File: src/rtl/pack_loader.sv
// pack_loader: packs a stream of WORD_W-bit host words into DATASIZE-bit
// option records and writes them to consecutive addresses of the shared
// record BRAM. It owns the write port only after addrSelect grants it.
// DONE_WRITING pulses once the batch is fully written.
`timescale 1ns/1ps
module pack_loader #(
   parameter int unsigned WORD_W      = 32,
   parameter int unsigned DATASIZE    = 192,
   parameter int unsigned ADDR_W      = 11,
   parameter int unsigned MAX_RECORDS = 1000
) (
   input  logic                clock,
   input  logic                reset,
   input  logic                addrSelect,
   input  logic                in_valid,
   input  logic [WORD_W-1:0]   in_data,
   input  logic                in_last,
   output logic                in_ready,
   output logic                writeEn,
   output logic [ADDR_W-1:0]   writeAddr,
   output logic [DATASIZE-1:0] writeData,
   output logic                DONE_WRITING,
   output logic [ADDR_W-1:0]   recordCount,
   output logic                frameErr
);

   localparam int unsigned WORDS  = DATASIZE / WORD_W;
   localparam int unsigned WCNT_W = $clog2(WORDS + 1);
   localparam int unsigned SLOT_W = (WORDS > 1) ? $clog2(WORDS) : 1;
   // One spare bit so a count of exactly 2^ADDR_W records is representable.
   localparam int unsigned RCNT_W = ADDR_W + 1;

   typedef enum logic [1:0] {
      S_IDLE    = 2'd0,
      S_COLLECT = 2'd1,
      S_WRITE   = 2'd2,
      S_DONE    = 2'd3
   } state_e;

   state_e                          state_q,    state_d;
   logic [WCNT_W-1:0]               word_cnt_q, word_cnt_d;
   logic [RCNT_W-1:0]               rec_cnt_q,  rec_cnt_d;
   logic [WORDS-1:0][WORD_W-1:0]    pack_q,     pack_d;
   logic                            eob_q,      eob_d;
   logic                            ferr_q,     ferr_d;
   logic                            ready_q,    ready_d;
   logic                            wen_q,      wen_d;
   logic [ADDR_W-1:0]               waddr_q,    waddr_d;
   logic                            done_q,     done_d;

   logic                            accept_c;
   logic                            last_word_c;
   logic [SLOT_W-1:0]               slot_c;
   logic [RCNT_W-1:0]               rec_next_c;

   // Handshake qualifiers, packing slot for the next word and saturating count.
   always_comb begin
      accept_c    = in_valid & ready_q;
      last_word_c = (word_cnt_q == WCNT_W'(WORDS - 1));
      slot_c      = SLOT_W'(WORDS - 1) - SLOT_W'(word_cnt_q);
      rec_next_c  = (rec_cnt_q == RCNT_W'(MAX_RECORDS)) ? rec_cnt_q
                                                         : rec_cnt_q + RCNT_W'(1);
   end

   // Next-state and next-output logic; outputs are registered from *_d.
   always_comb begin
      state_d    = state_q;
      word_cnt_d = word_cnt_q;
      rec_cnt_d  = rec_cnt_q;
      pack_d     = pack_q;
      eob_d      = eob_q;
      ferr_d     = ferr_q;
      waddr_d    = waddr_q;

      case (state_q)
         S_IDLE: begin
            if (addrSelect) begin
               state_d    = S_COLLECT;
               word_cnt_d = '0;
               rec_cnt_d  = '0;
               ferr_d     = 1'b0;
               eob_d      = 1'b0;
            end
         end

         S_COLLECT: begin
            if (accept_c) begin
               word_cnt_d = word_cnt_q + WCNT_W'(1);
               // First word of a record clears the register so a short record
               // is zero-filled below its last word.
               if (word_cnt_q == '0) begin
                  pack_d = '0;
               end
               pack_d[slot_c] = in_data;
               if (in_last) begin
                  eob_d = 1'b1;
               end
               if (last_word_c || in_last) begin
                  state_d = S_WRITE;
                  waddr_d = ADDR_W'(rec_cnt_q);
                  if (!last_word_c) begin
                     ferr_d = 1'b1;
                  end
               end
            end
         end

         S_WRITE: begin
            rec_cnt_d  = rec_next_c;
            word_cnt_d = '0;
            if (eob_q || (rec_next_c == RCNT_W'(MAX_RECORDS))) begin
               state_d = S_DONE;
            end else begin
               state_d = S_COLLECT;
            end
         end

         S_DONE: begin
            state_d = S_IDLE;
            eob_d   = 1'b0;
         end

         default: begin
            state_d = S_IDLE;
         end
      endcase

      ready_d = (state_d == S_COLLECT);
      wen_d   = (state_d == S_WRITE);
      done_d  = (state_d == S_DONE);
   end

   // State and output registers; reset aborts any batch in progress.
   always_ff @(posedge clock or negedge reset) begin
      if (!reset) begin
         state_q    <= S_IDLE;
         word_cnt_q <= '0;
         rec_cnt_q  <= '0;
         pack_q     <= '0;
         eob_q      <= 1'b0;
         ferr_q     <= 1'b0;
         ready_q    <= 1'b0;
         wen_q      <= 1'b0;
         waddr_q    <= '0;
         done_q     <= 1'b0;
      end else begin
         state_q    <= state_d;
         word_cnt_q <= word_cnt_d;
         rec_cnt_q  <= rec_cnt_d;
         pack_q     <= pack_d;
         eob_q      <= eob_d;
         ferr_q     <= ferr_d;
         ready_q    <= ready_d;
         wen_q      <= wen_d;
         waddr_q    <= waddr_d;
         done_q     <= done_d;
      end
   end

   assign in_ready     = ready_q;
   assign writeEn      = wen_q;
   assign writeAddr    = waddr_q;
   assign writeData    = pack_q;
   assign DONE_WRITING = done_q;
   assign recordCount  = ADDR_W'(rec_cnt_q);
   assign frameErr     = ferr_q;

endmodule

File: config.mk
export PLATFORM = sky130hd
export DESIGN_NAME = pack_loader
export DESIGN_NICKNAME = d
export VERILOG_FILES = /design/src/rtl/pack_loader.sv
export SDC_FILE = /design/constraint.sdc
export NUM_CORES = 1
export LEC_CHECK = 0
export CORE_ASPECT_RATIO = 0.75
export CORE_MARGIN = 2
export CORE_UTILIZATION = 43
export DETAILED_ROUTE_END_ITERATION = 12
export GPL_TIMING_DRIVEN = 1
export PLACE_DENSITY = 0.84
export SLEW_MARGIN = 15
export SYNTH_ARGS = -nofsm -noshare
export SYNTH_HDL_FRONTEND = slang
export SYNTH_SLANG_ARGS = --single-unit
export TNS_END_PERCENT = 1
File: constraint.sdc
create_clock -name clock -period 1.9 [get_ports clock]
set_input_delay 0.57 -clock clock [delete_from_list [all_inputs] [get_ports clock]]
set_output_delay 0.57 -clock clock [all_outputs]
set_load 0.02 [all_outputs]
=== Word level (Yosys, flattened, before mapping) ===
Cells that the tools add are included.

* Reductions and logical operators: 15
* Bitwise gates (word level): 1
* Magnitude comparators: 2
* Add/sub/neg operators: 3
* Muxes and demuxes: 25
* Equality and inequality tests: 14

{| class="wikitable"
|+ Operators by type and width
! kind !! count
|-
| $mux 192 || 3
|-
| $bwmux 192 || 1
|-
| $demux 32 s3 || 1
|-
| $mux 32 || 1
|-
| $eq 12x10->1 const B || 2
|-
| $mux 12 || 2
|-
| $pmux 12 s2 || 1
|-
| $add 12x1->12 const B || 1
|-
| $ne 2x2->1 const B || 5
|-
| $pmux 3 s3 || 1
|-
| $eq 2x2->1 const B || 4
|-
| $mux 2 || 4
|-
| $pmux 2 s4 || 1
|-
| $mux 1 || 6
|-
| $mux 3 || 2
|-
| $reduce_and 3->1 || 2
|-
| $reduce_bool 3->1 || 2
|-
| $reduce_and 5->1 || 1
|-
| $eq 2x1->1 const B || 2
|-
| $lt 3x4->1 const B || 1
|-
| $reduce_and 2->1 || 2
|-
| $reduce_and 4->1 || 1
|-
| $reduce_bool 2->1 || 2
|-
| $add 3x1->3 const B || 1
|-
| other kinds (10) || 11
|}

* Input port bits: 37
* Register bits: 225

=== Longest topological paths before layout ===
* Word-level depth: 7
* Depth in mapped cells: 8
* Gate-level depth less buffers: 7

=== Worst setup path after synthesis ===
OpenSTA, ideal clock, no wires.

* Path type: reg2reg
* Start point: register rec_cnt_q[0]
* End point: register ready_q, in the netlist in_ready
* Data arrival time: 1.969 ns
* Stages on the path, launching flop included: 7
* Setup slack: -0.193 ns
* Path buffers: 0
* Required time: 1.776 ns
* Clock period less this slack: 2.093 ns
* Setup time: 0.124 ns
* Path through: dfrtp_1 -> ha_1 -> and3_4 -> or3_1 -> a2111oi_2 -> a31oi_1 -> a211o_1

* Longest elaborated chain between the ends: 7

{| class="wikitable"
|+ RTL lines
! element !! RTL line !! RTL
|-
| from (decl) || 42 || <nowiki>logic [RCNT_W-1:0] rec_cnt_q, rec_cnt_d;</nowiki>
|-
| from (signal assigned) || 149 || <nowiki>rec_cnt_q <= rec_cnt_d;</nowiki>
|-
| $add 12x1->12 / $eq 12x10->1 (equally long branches) || 62, 61 ||
|-
| $mux 12 * || 61 || <nowiki>rec_next_c = (rec_cnt_q == RCNT_W'(MAX_RECORDS)) ? rec_cnt_q</nowiki>
|-
| $eq 12x10->1 * || 111 || <nowiki>if (eob_q || (rec_next_c == RCNT_W'(MAX_RECORDS))) begin</nowiki>
|-
| $logic_or 1x1->1 * || 111 ||
|-
| $mux 2 * || 111 ||
|-
| $pmux 2 s4 * || 75 || <nowiki>case (state_q)</nowiki>
|-
| $eq 2x1->1 * || 128 || <nowiki>ready_d = (state_d == S_COLLECT);</nowiki>
|-
| net ready_d || 46 || <nowiki>logic ready_q, ready_d;</nowiki>
|-
| to (signal assigned) || 153 || <nowiki>ready_q <= ready_d;</nowiki>
|-
| to (decl) || 46 ||
|}

The timed path passes the listed nets; every way through them passes the cells marked *.
A chain may end at the register's enable or synchronous reset.

=== Final worst setup path ===
* Start point: register rec_cnt_q[7]
* End point: register ready_q, in the netlist in_ready

The elaborated chain is that of the path after synthesis.

==> summary.txt <==
Status
  • Status: finished with violations
  • Failing checks: negative setup slack

CTS
  • Clock buffer depth: 3
  • Skew-Pair Late Insertion Delay: 0.51 ns
  • Max H-tree Level: 1
  • Clock Pin Slew Worst Setup and Hold Paths: 0.06 ns
  • CTS tree: built
  • Clk sinks: 225
  • CTS Buf Count: 23
  • CTS Root Cell: clkbuf_16

Cells and area
  • Final nets: 1,019
  • Multi-input logic area: 2930 sq um
  • Diode count: 0
  • Filler Cell Count: 1,557
  • Reg area: 5630 sq um
  • Final instance area: 12,500 sq um
  • Area growth from synthesis to layout: 44.0%
  • Layout cells sized above 1: 16.0%

Critical path
  • Cell chain of the critical path: and4_4, and3_4, or3_4, a2111oi_4, a31oi_2, a211o_1
  • Crit path buf inv count: 0
  • Worst r2r src: rec_cnt_q[7]$_DFFE_PN0P_
  • Worst R2R Setup Slack: -0.12 ns
  • Critical path peak fanout: 3
  • CP Class: reg2reg
  • CP max stage delay: 0.40 ns
  • Critical path data required time: 2.30 ns
  • CP top delay family: compound AO/OA/AOI/OAI gates
  • Worst path slowest cell: dfrtp_1
  • Setup crit end kind: flip-flop
  • CP Launch Type: flip-flop
  • Critical Path AT: 2.42 ns
  • Reg2Reg Depth: 6
  • Crit. path cell count: 6
  • Crit path from: rec_cnt_q[7]$_DFFE_PN0P_

Pwr
  • Clock power share: 25.4%
  • Psw: 0.00679 W
  • Sequential share of power: 37.7%
  • Switching Share: 37.8%
  • Int Power: 0.0112 W
  • Combinational share of power: 36.9%
  • Pwr/cell area: 1440 nW/um^2
  • Maximum vdd drop: 792 uV
  • LEAKAGE: 6.68 nW

Yosys
  • Register area share after synthesis: 64.9%
  • Register bit total from synthesis: 225
  • Post-Synthesis Cells: 693
  • Synth top cells by count: 225 x dfrtp_1, 160 x a22o_1, 89 x nand2_1
  • Synth warn: 0
  • Synthesized area: 8670 sq um
  • Unique masters post-synth: 44
  • Post-synth EDFFs: 0
  • Largest cells by area after synthesis: dfrtp_1 65%, a22o_1 16%, nand2_1 3.9%
  • Most numerous cell in the Yosys netlist: dfrtp_1
  • FFs w/ async S/R, synth: 100%
  • Syn_area_per_cell: 12.5 sq um
  • Cell taking the most area after synthesis: dfrtp_1
  • Post-synth top area share: 64.9%
  • Synth Flop Type: dfrtp_1
  • Synth Net Count: 734

Detailed routing
  • Detail Route Antenna Nets: 0
  • Number of vias per cell: 5.77
  • DR WL/cell: 22.7 um
  • Total routed wirelength: 28,300 um
  • Vias: 7,203
  • Remaining DRCs: 0
  • Detailed Routing Iterations Pass 1: 5
  • DRT iter0 DRCs: 570

STA
  • Slew headroom: 54.9%
  • Max Slew Vio Count: 0
  • Setup TNS: -0.450 ns
  • Tcrit/Tclk final: 106%
  • Final Skew: 0.0111 ns
  • Final hold vios: 0
  • Final WS setup: -0.116 ns
  • Post-layout min period: 2.02 ns
  • Fmax: 496 MHz
  • # setup viols final: 30
  • Worst-Margin Slew: 0.675 ns
  • RSZ-0062 raised after global routing: true

Flow run
  • Max Cap Viol: 0

Global routing
  • Largest net degree at the start of global routing: 65
  • Initial antenna violation count: 0
  • All-Layer GR Usage: 25.0%
  • Gr ovfl total: 0
  • Number of global-route vias before repair: 6,952
  • Global-route wire length before repair: 41,900 um

Place
  • Port bufs: 254
  • Hpwl dp: 17,700 um
  • Cell Area, Placed: 11,800 sq um
  • GP Congestion: 0.893

Worst hold path
  • Hold_sp: writeData[32]$_DFFE_PN0P_
  • Hold Crit Class: reg2reg
  • WHS Path Cells: 2

Floorplan
  • Core Box Area: 19,500 sq um
  • Die Width: 168 um
  • Rows: 44
  • Initial Util: 44.4%
  • Die height: 127 um
  • Io pins: 255
  • Die footprint: 21,300 sq um
[metal layers]
metal | vias to the layer above | share of wire [%] | track usage [%]
met2 | 409 | 44 | 37.7
met1 | 3644 | 45 | 37.1
met3 | 39 | 9.3 | 6.16
li1 | 3111 | - | -
met5 | - | 0 | 0
met4 | 0 | 1.8 | 5.47
[cell families after synthesis]
kind of cell             count (synthesis)  share of synthesized area (%)
flip-flops                             225                           64.9
XOR/XNOR                                 7                          0.707
adder cells (fa/ha/maj)                  4                          0.577
multiplexers                            11                           1.39
AND/OR/NAND/NOR                        145                           8.01
buffers and inverters                   70                           3.75
AO/OA/AOI/OAI                          231                           20.6
[final timing paths]
check	endpoint
setup / recovery	in_ready$_DFF_PN0_
hold / removal	writeData[32]$_DFFE_PN0P_
setup reg to reg	in_ready$_DFF_PN0_
hold reg to reg	writeData[32]$_DFFE_PN0P_
max in group asynchronous	writeData[176]$_DFFE_PN0P_
min in group asynchronous	writeData[157]$_DFFE_PN0P_
[layout make-up]
| type | instances | area share, % |
|---|---|---|
| sequential | 225 | 45.1 |
| clock buffer | 30 | 5.06 |
| clock inverter | 12 | 1.02 |
| timing repair buffer | 318 | 22.6 |
| inverter | 7 | 0.210 |
| multi-input combinational | 403 | 23.4 |
| tap | 253 | 2.53 |
[power by group through the flow]
| stage | logic (W) | clock network [W] | registers [W] |
|---|---|---|---|
| floorplan | 0.00209 | 0 | 0.00810 |
| global placement | 0.00693 | 0 | 0.00681 |
| detailed placement | 0.00710 | 0 | 0.00681 |
| CTS | 0.00633 | 0.00461 | 0.00673 |
| global route | 0.00702 | 0.00485 | 0.00689 |
| finish | 0.00663 | 0.00457 | 0.00677 |
[placed cells by master (no fill, tap or decap), types with 3 or more instances in the layout]
cell type          n
dlygate4sd2_1    207
a21oi_1            3
nand2b_1           3
xor2_1             4
inv_1              6
clkinv_2           7
mux2i_1            3
ha_1               3
o21ai_0           54
nand3_1            9
nor2_4            12
clkbuf_1           4
buf_6              6
nor2_1             9
buf_2              8
nand2_1           87
clkbuf_8           3
a22o_1           160
nor4_4             4
buf_4             53
buf_12             6
mux2_2             8
dfrtp_1          223
and3_1             4
clkdlybuf4s50_1   34
clkbuf_16         23
[state kept, by name, indices dropped and copies added (netlist names)]
register	cells
in_ready	1
writeData	192
state_q	2
word_cnt_q	3
frameErr	1
writeAddr	11
eob_q	1
DONE_WRITING	1
rec_cnt_q	12
writeEn	1
[through the flow]
step	cells	power, W	util, %	setup WS (ns)	hold WS, ns
floorplan	693	0.0102	-	-0.0857	0.274
global placement	1194	0.0137	60.5	-0.726	0.461
detailed placement	1194	0.0139	60.5	-0.839	0.472
CTS	1238	0.0177	63.2	-0.122	0.481
global route	1248	0.0188	63.9	-0.155	0.499
finish	1248	0.0180	63.9	-0.116	0.474
[tightest hold or removal path, stage by stage, from the launching register on]
cell     delay, ns
dfrtp_1       0.33
nand2_1       0.05
o21ai_0       0.06
[timing repair]
item | 4_1_cts | 5_1_grt
hold endpoints to repair | 42 | 0
hold buffers | 1 | 0
resized for setup | 252 | 29
pin swaps | 11 | 15
cloned | 0 | 5
endpoints found under the setup margin | 381 | 192
buffers inserted | 1 | 5
(Power assumes the default switching activity.)
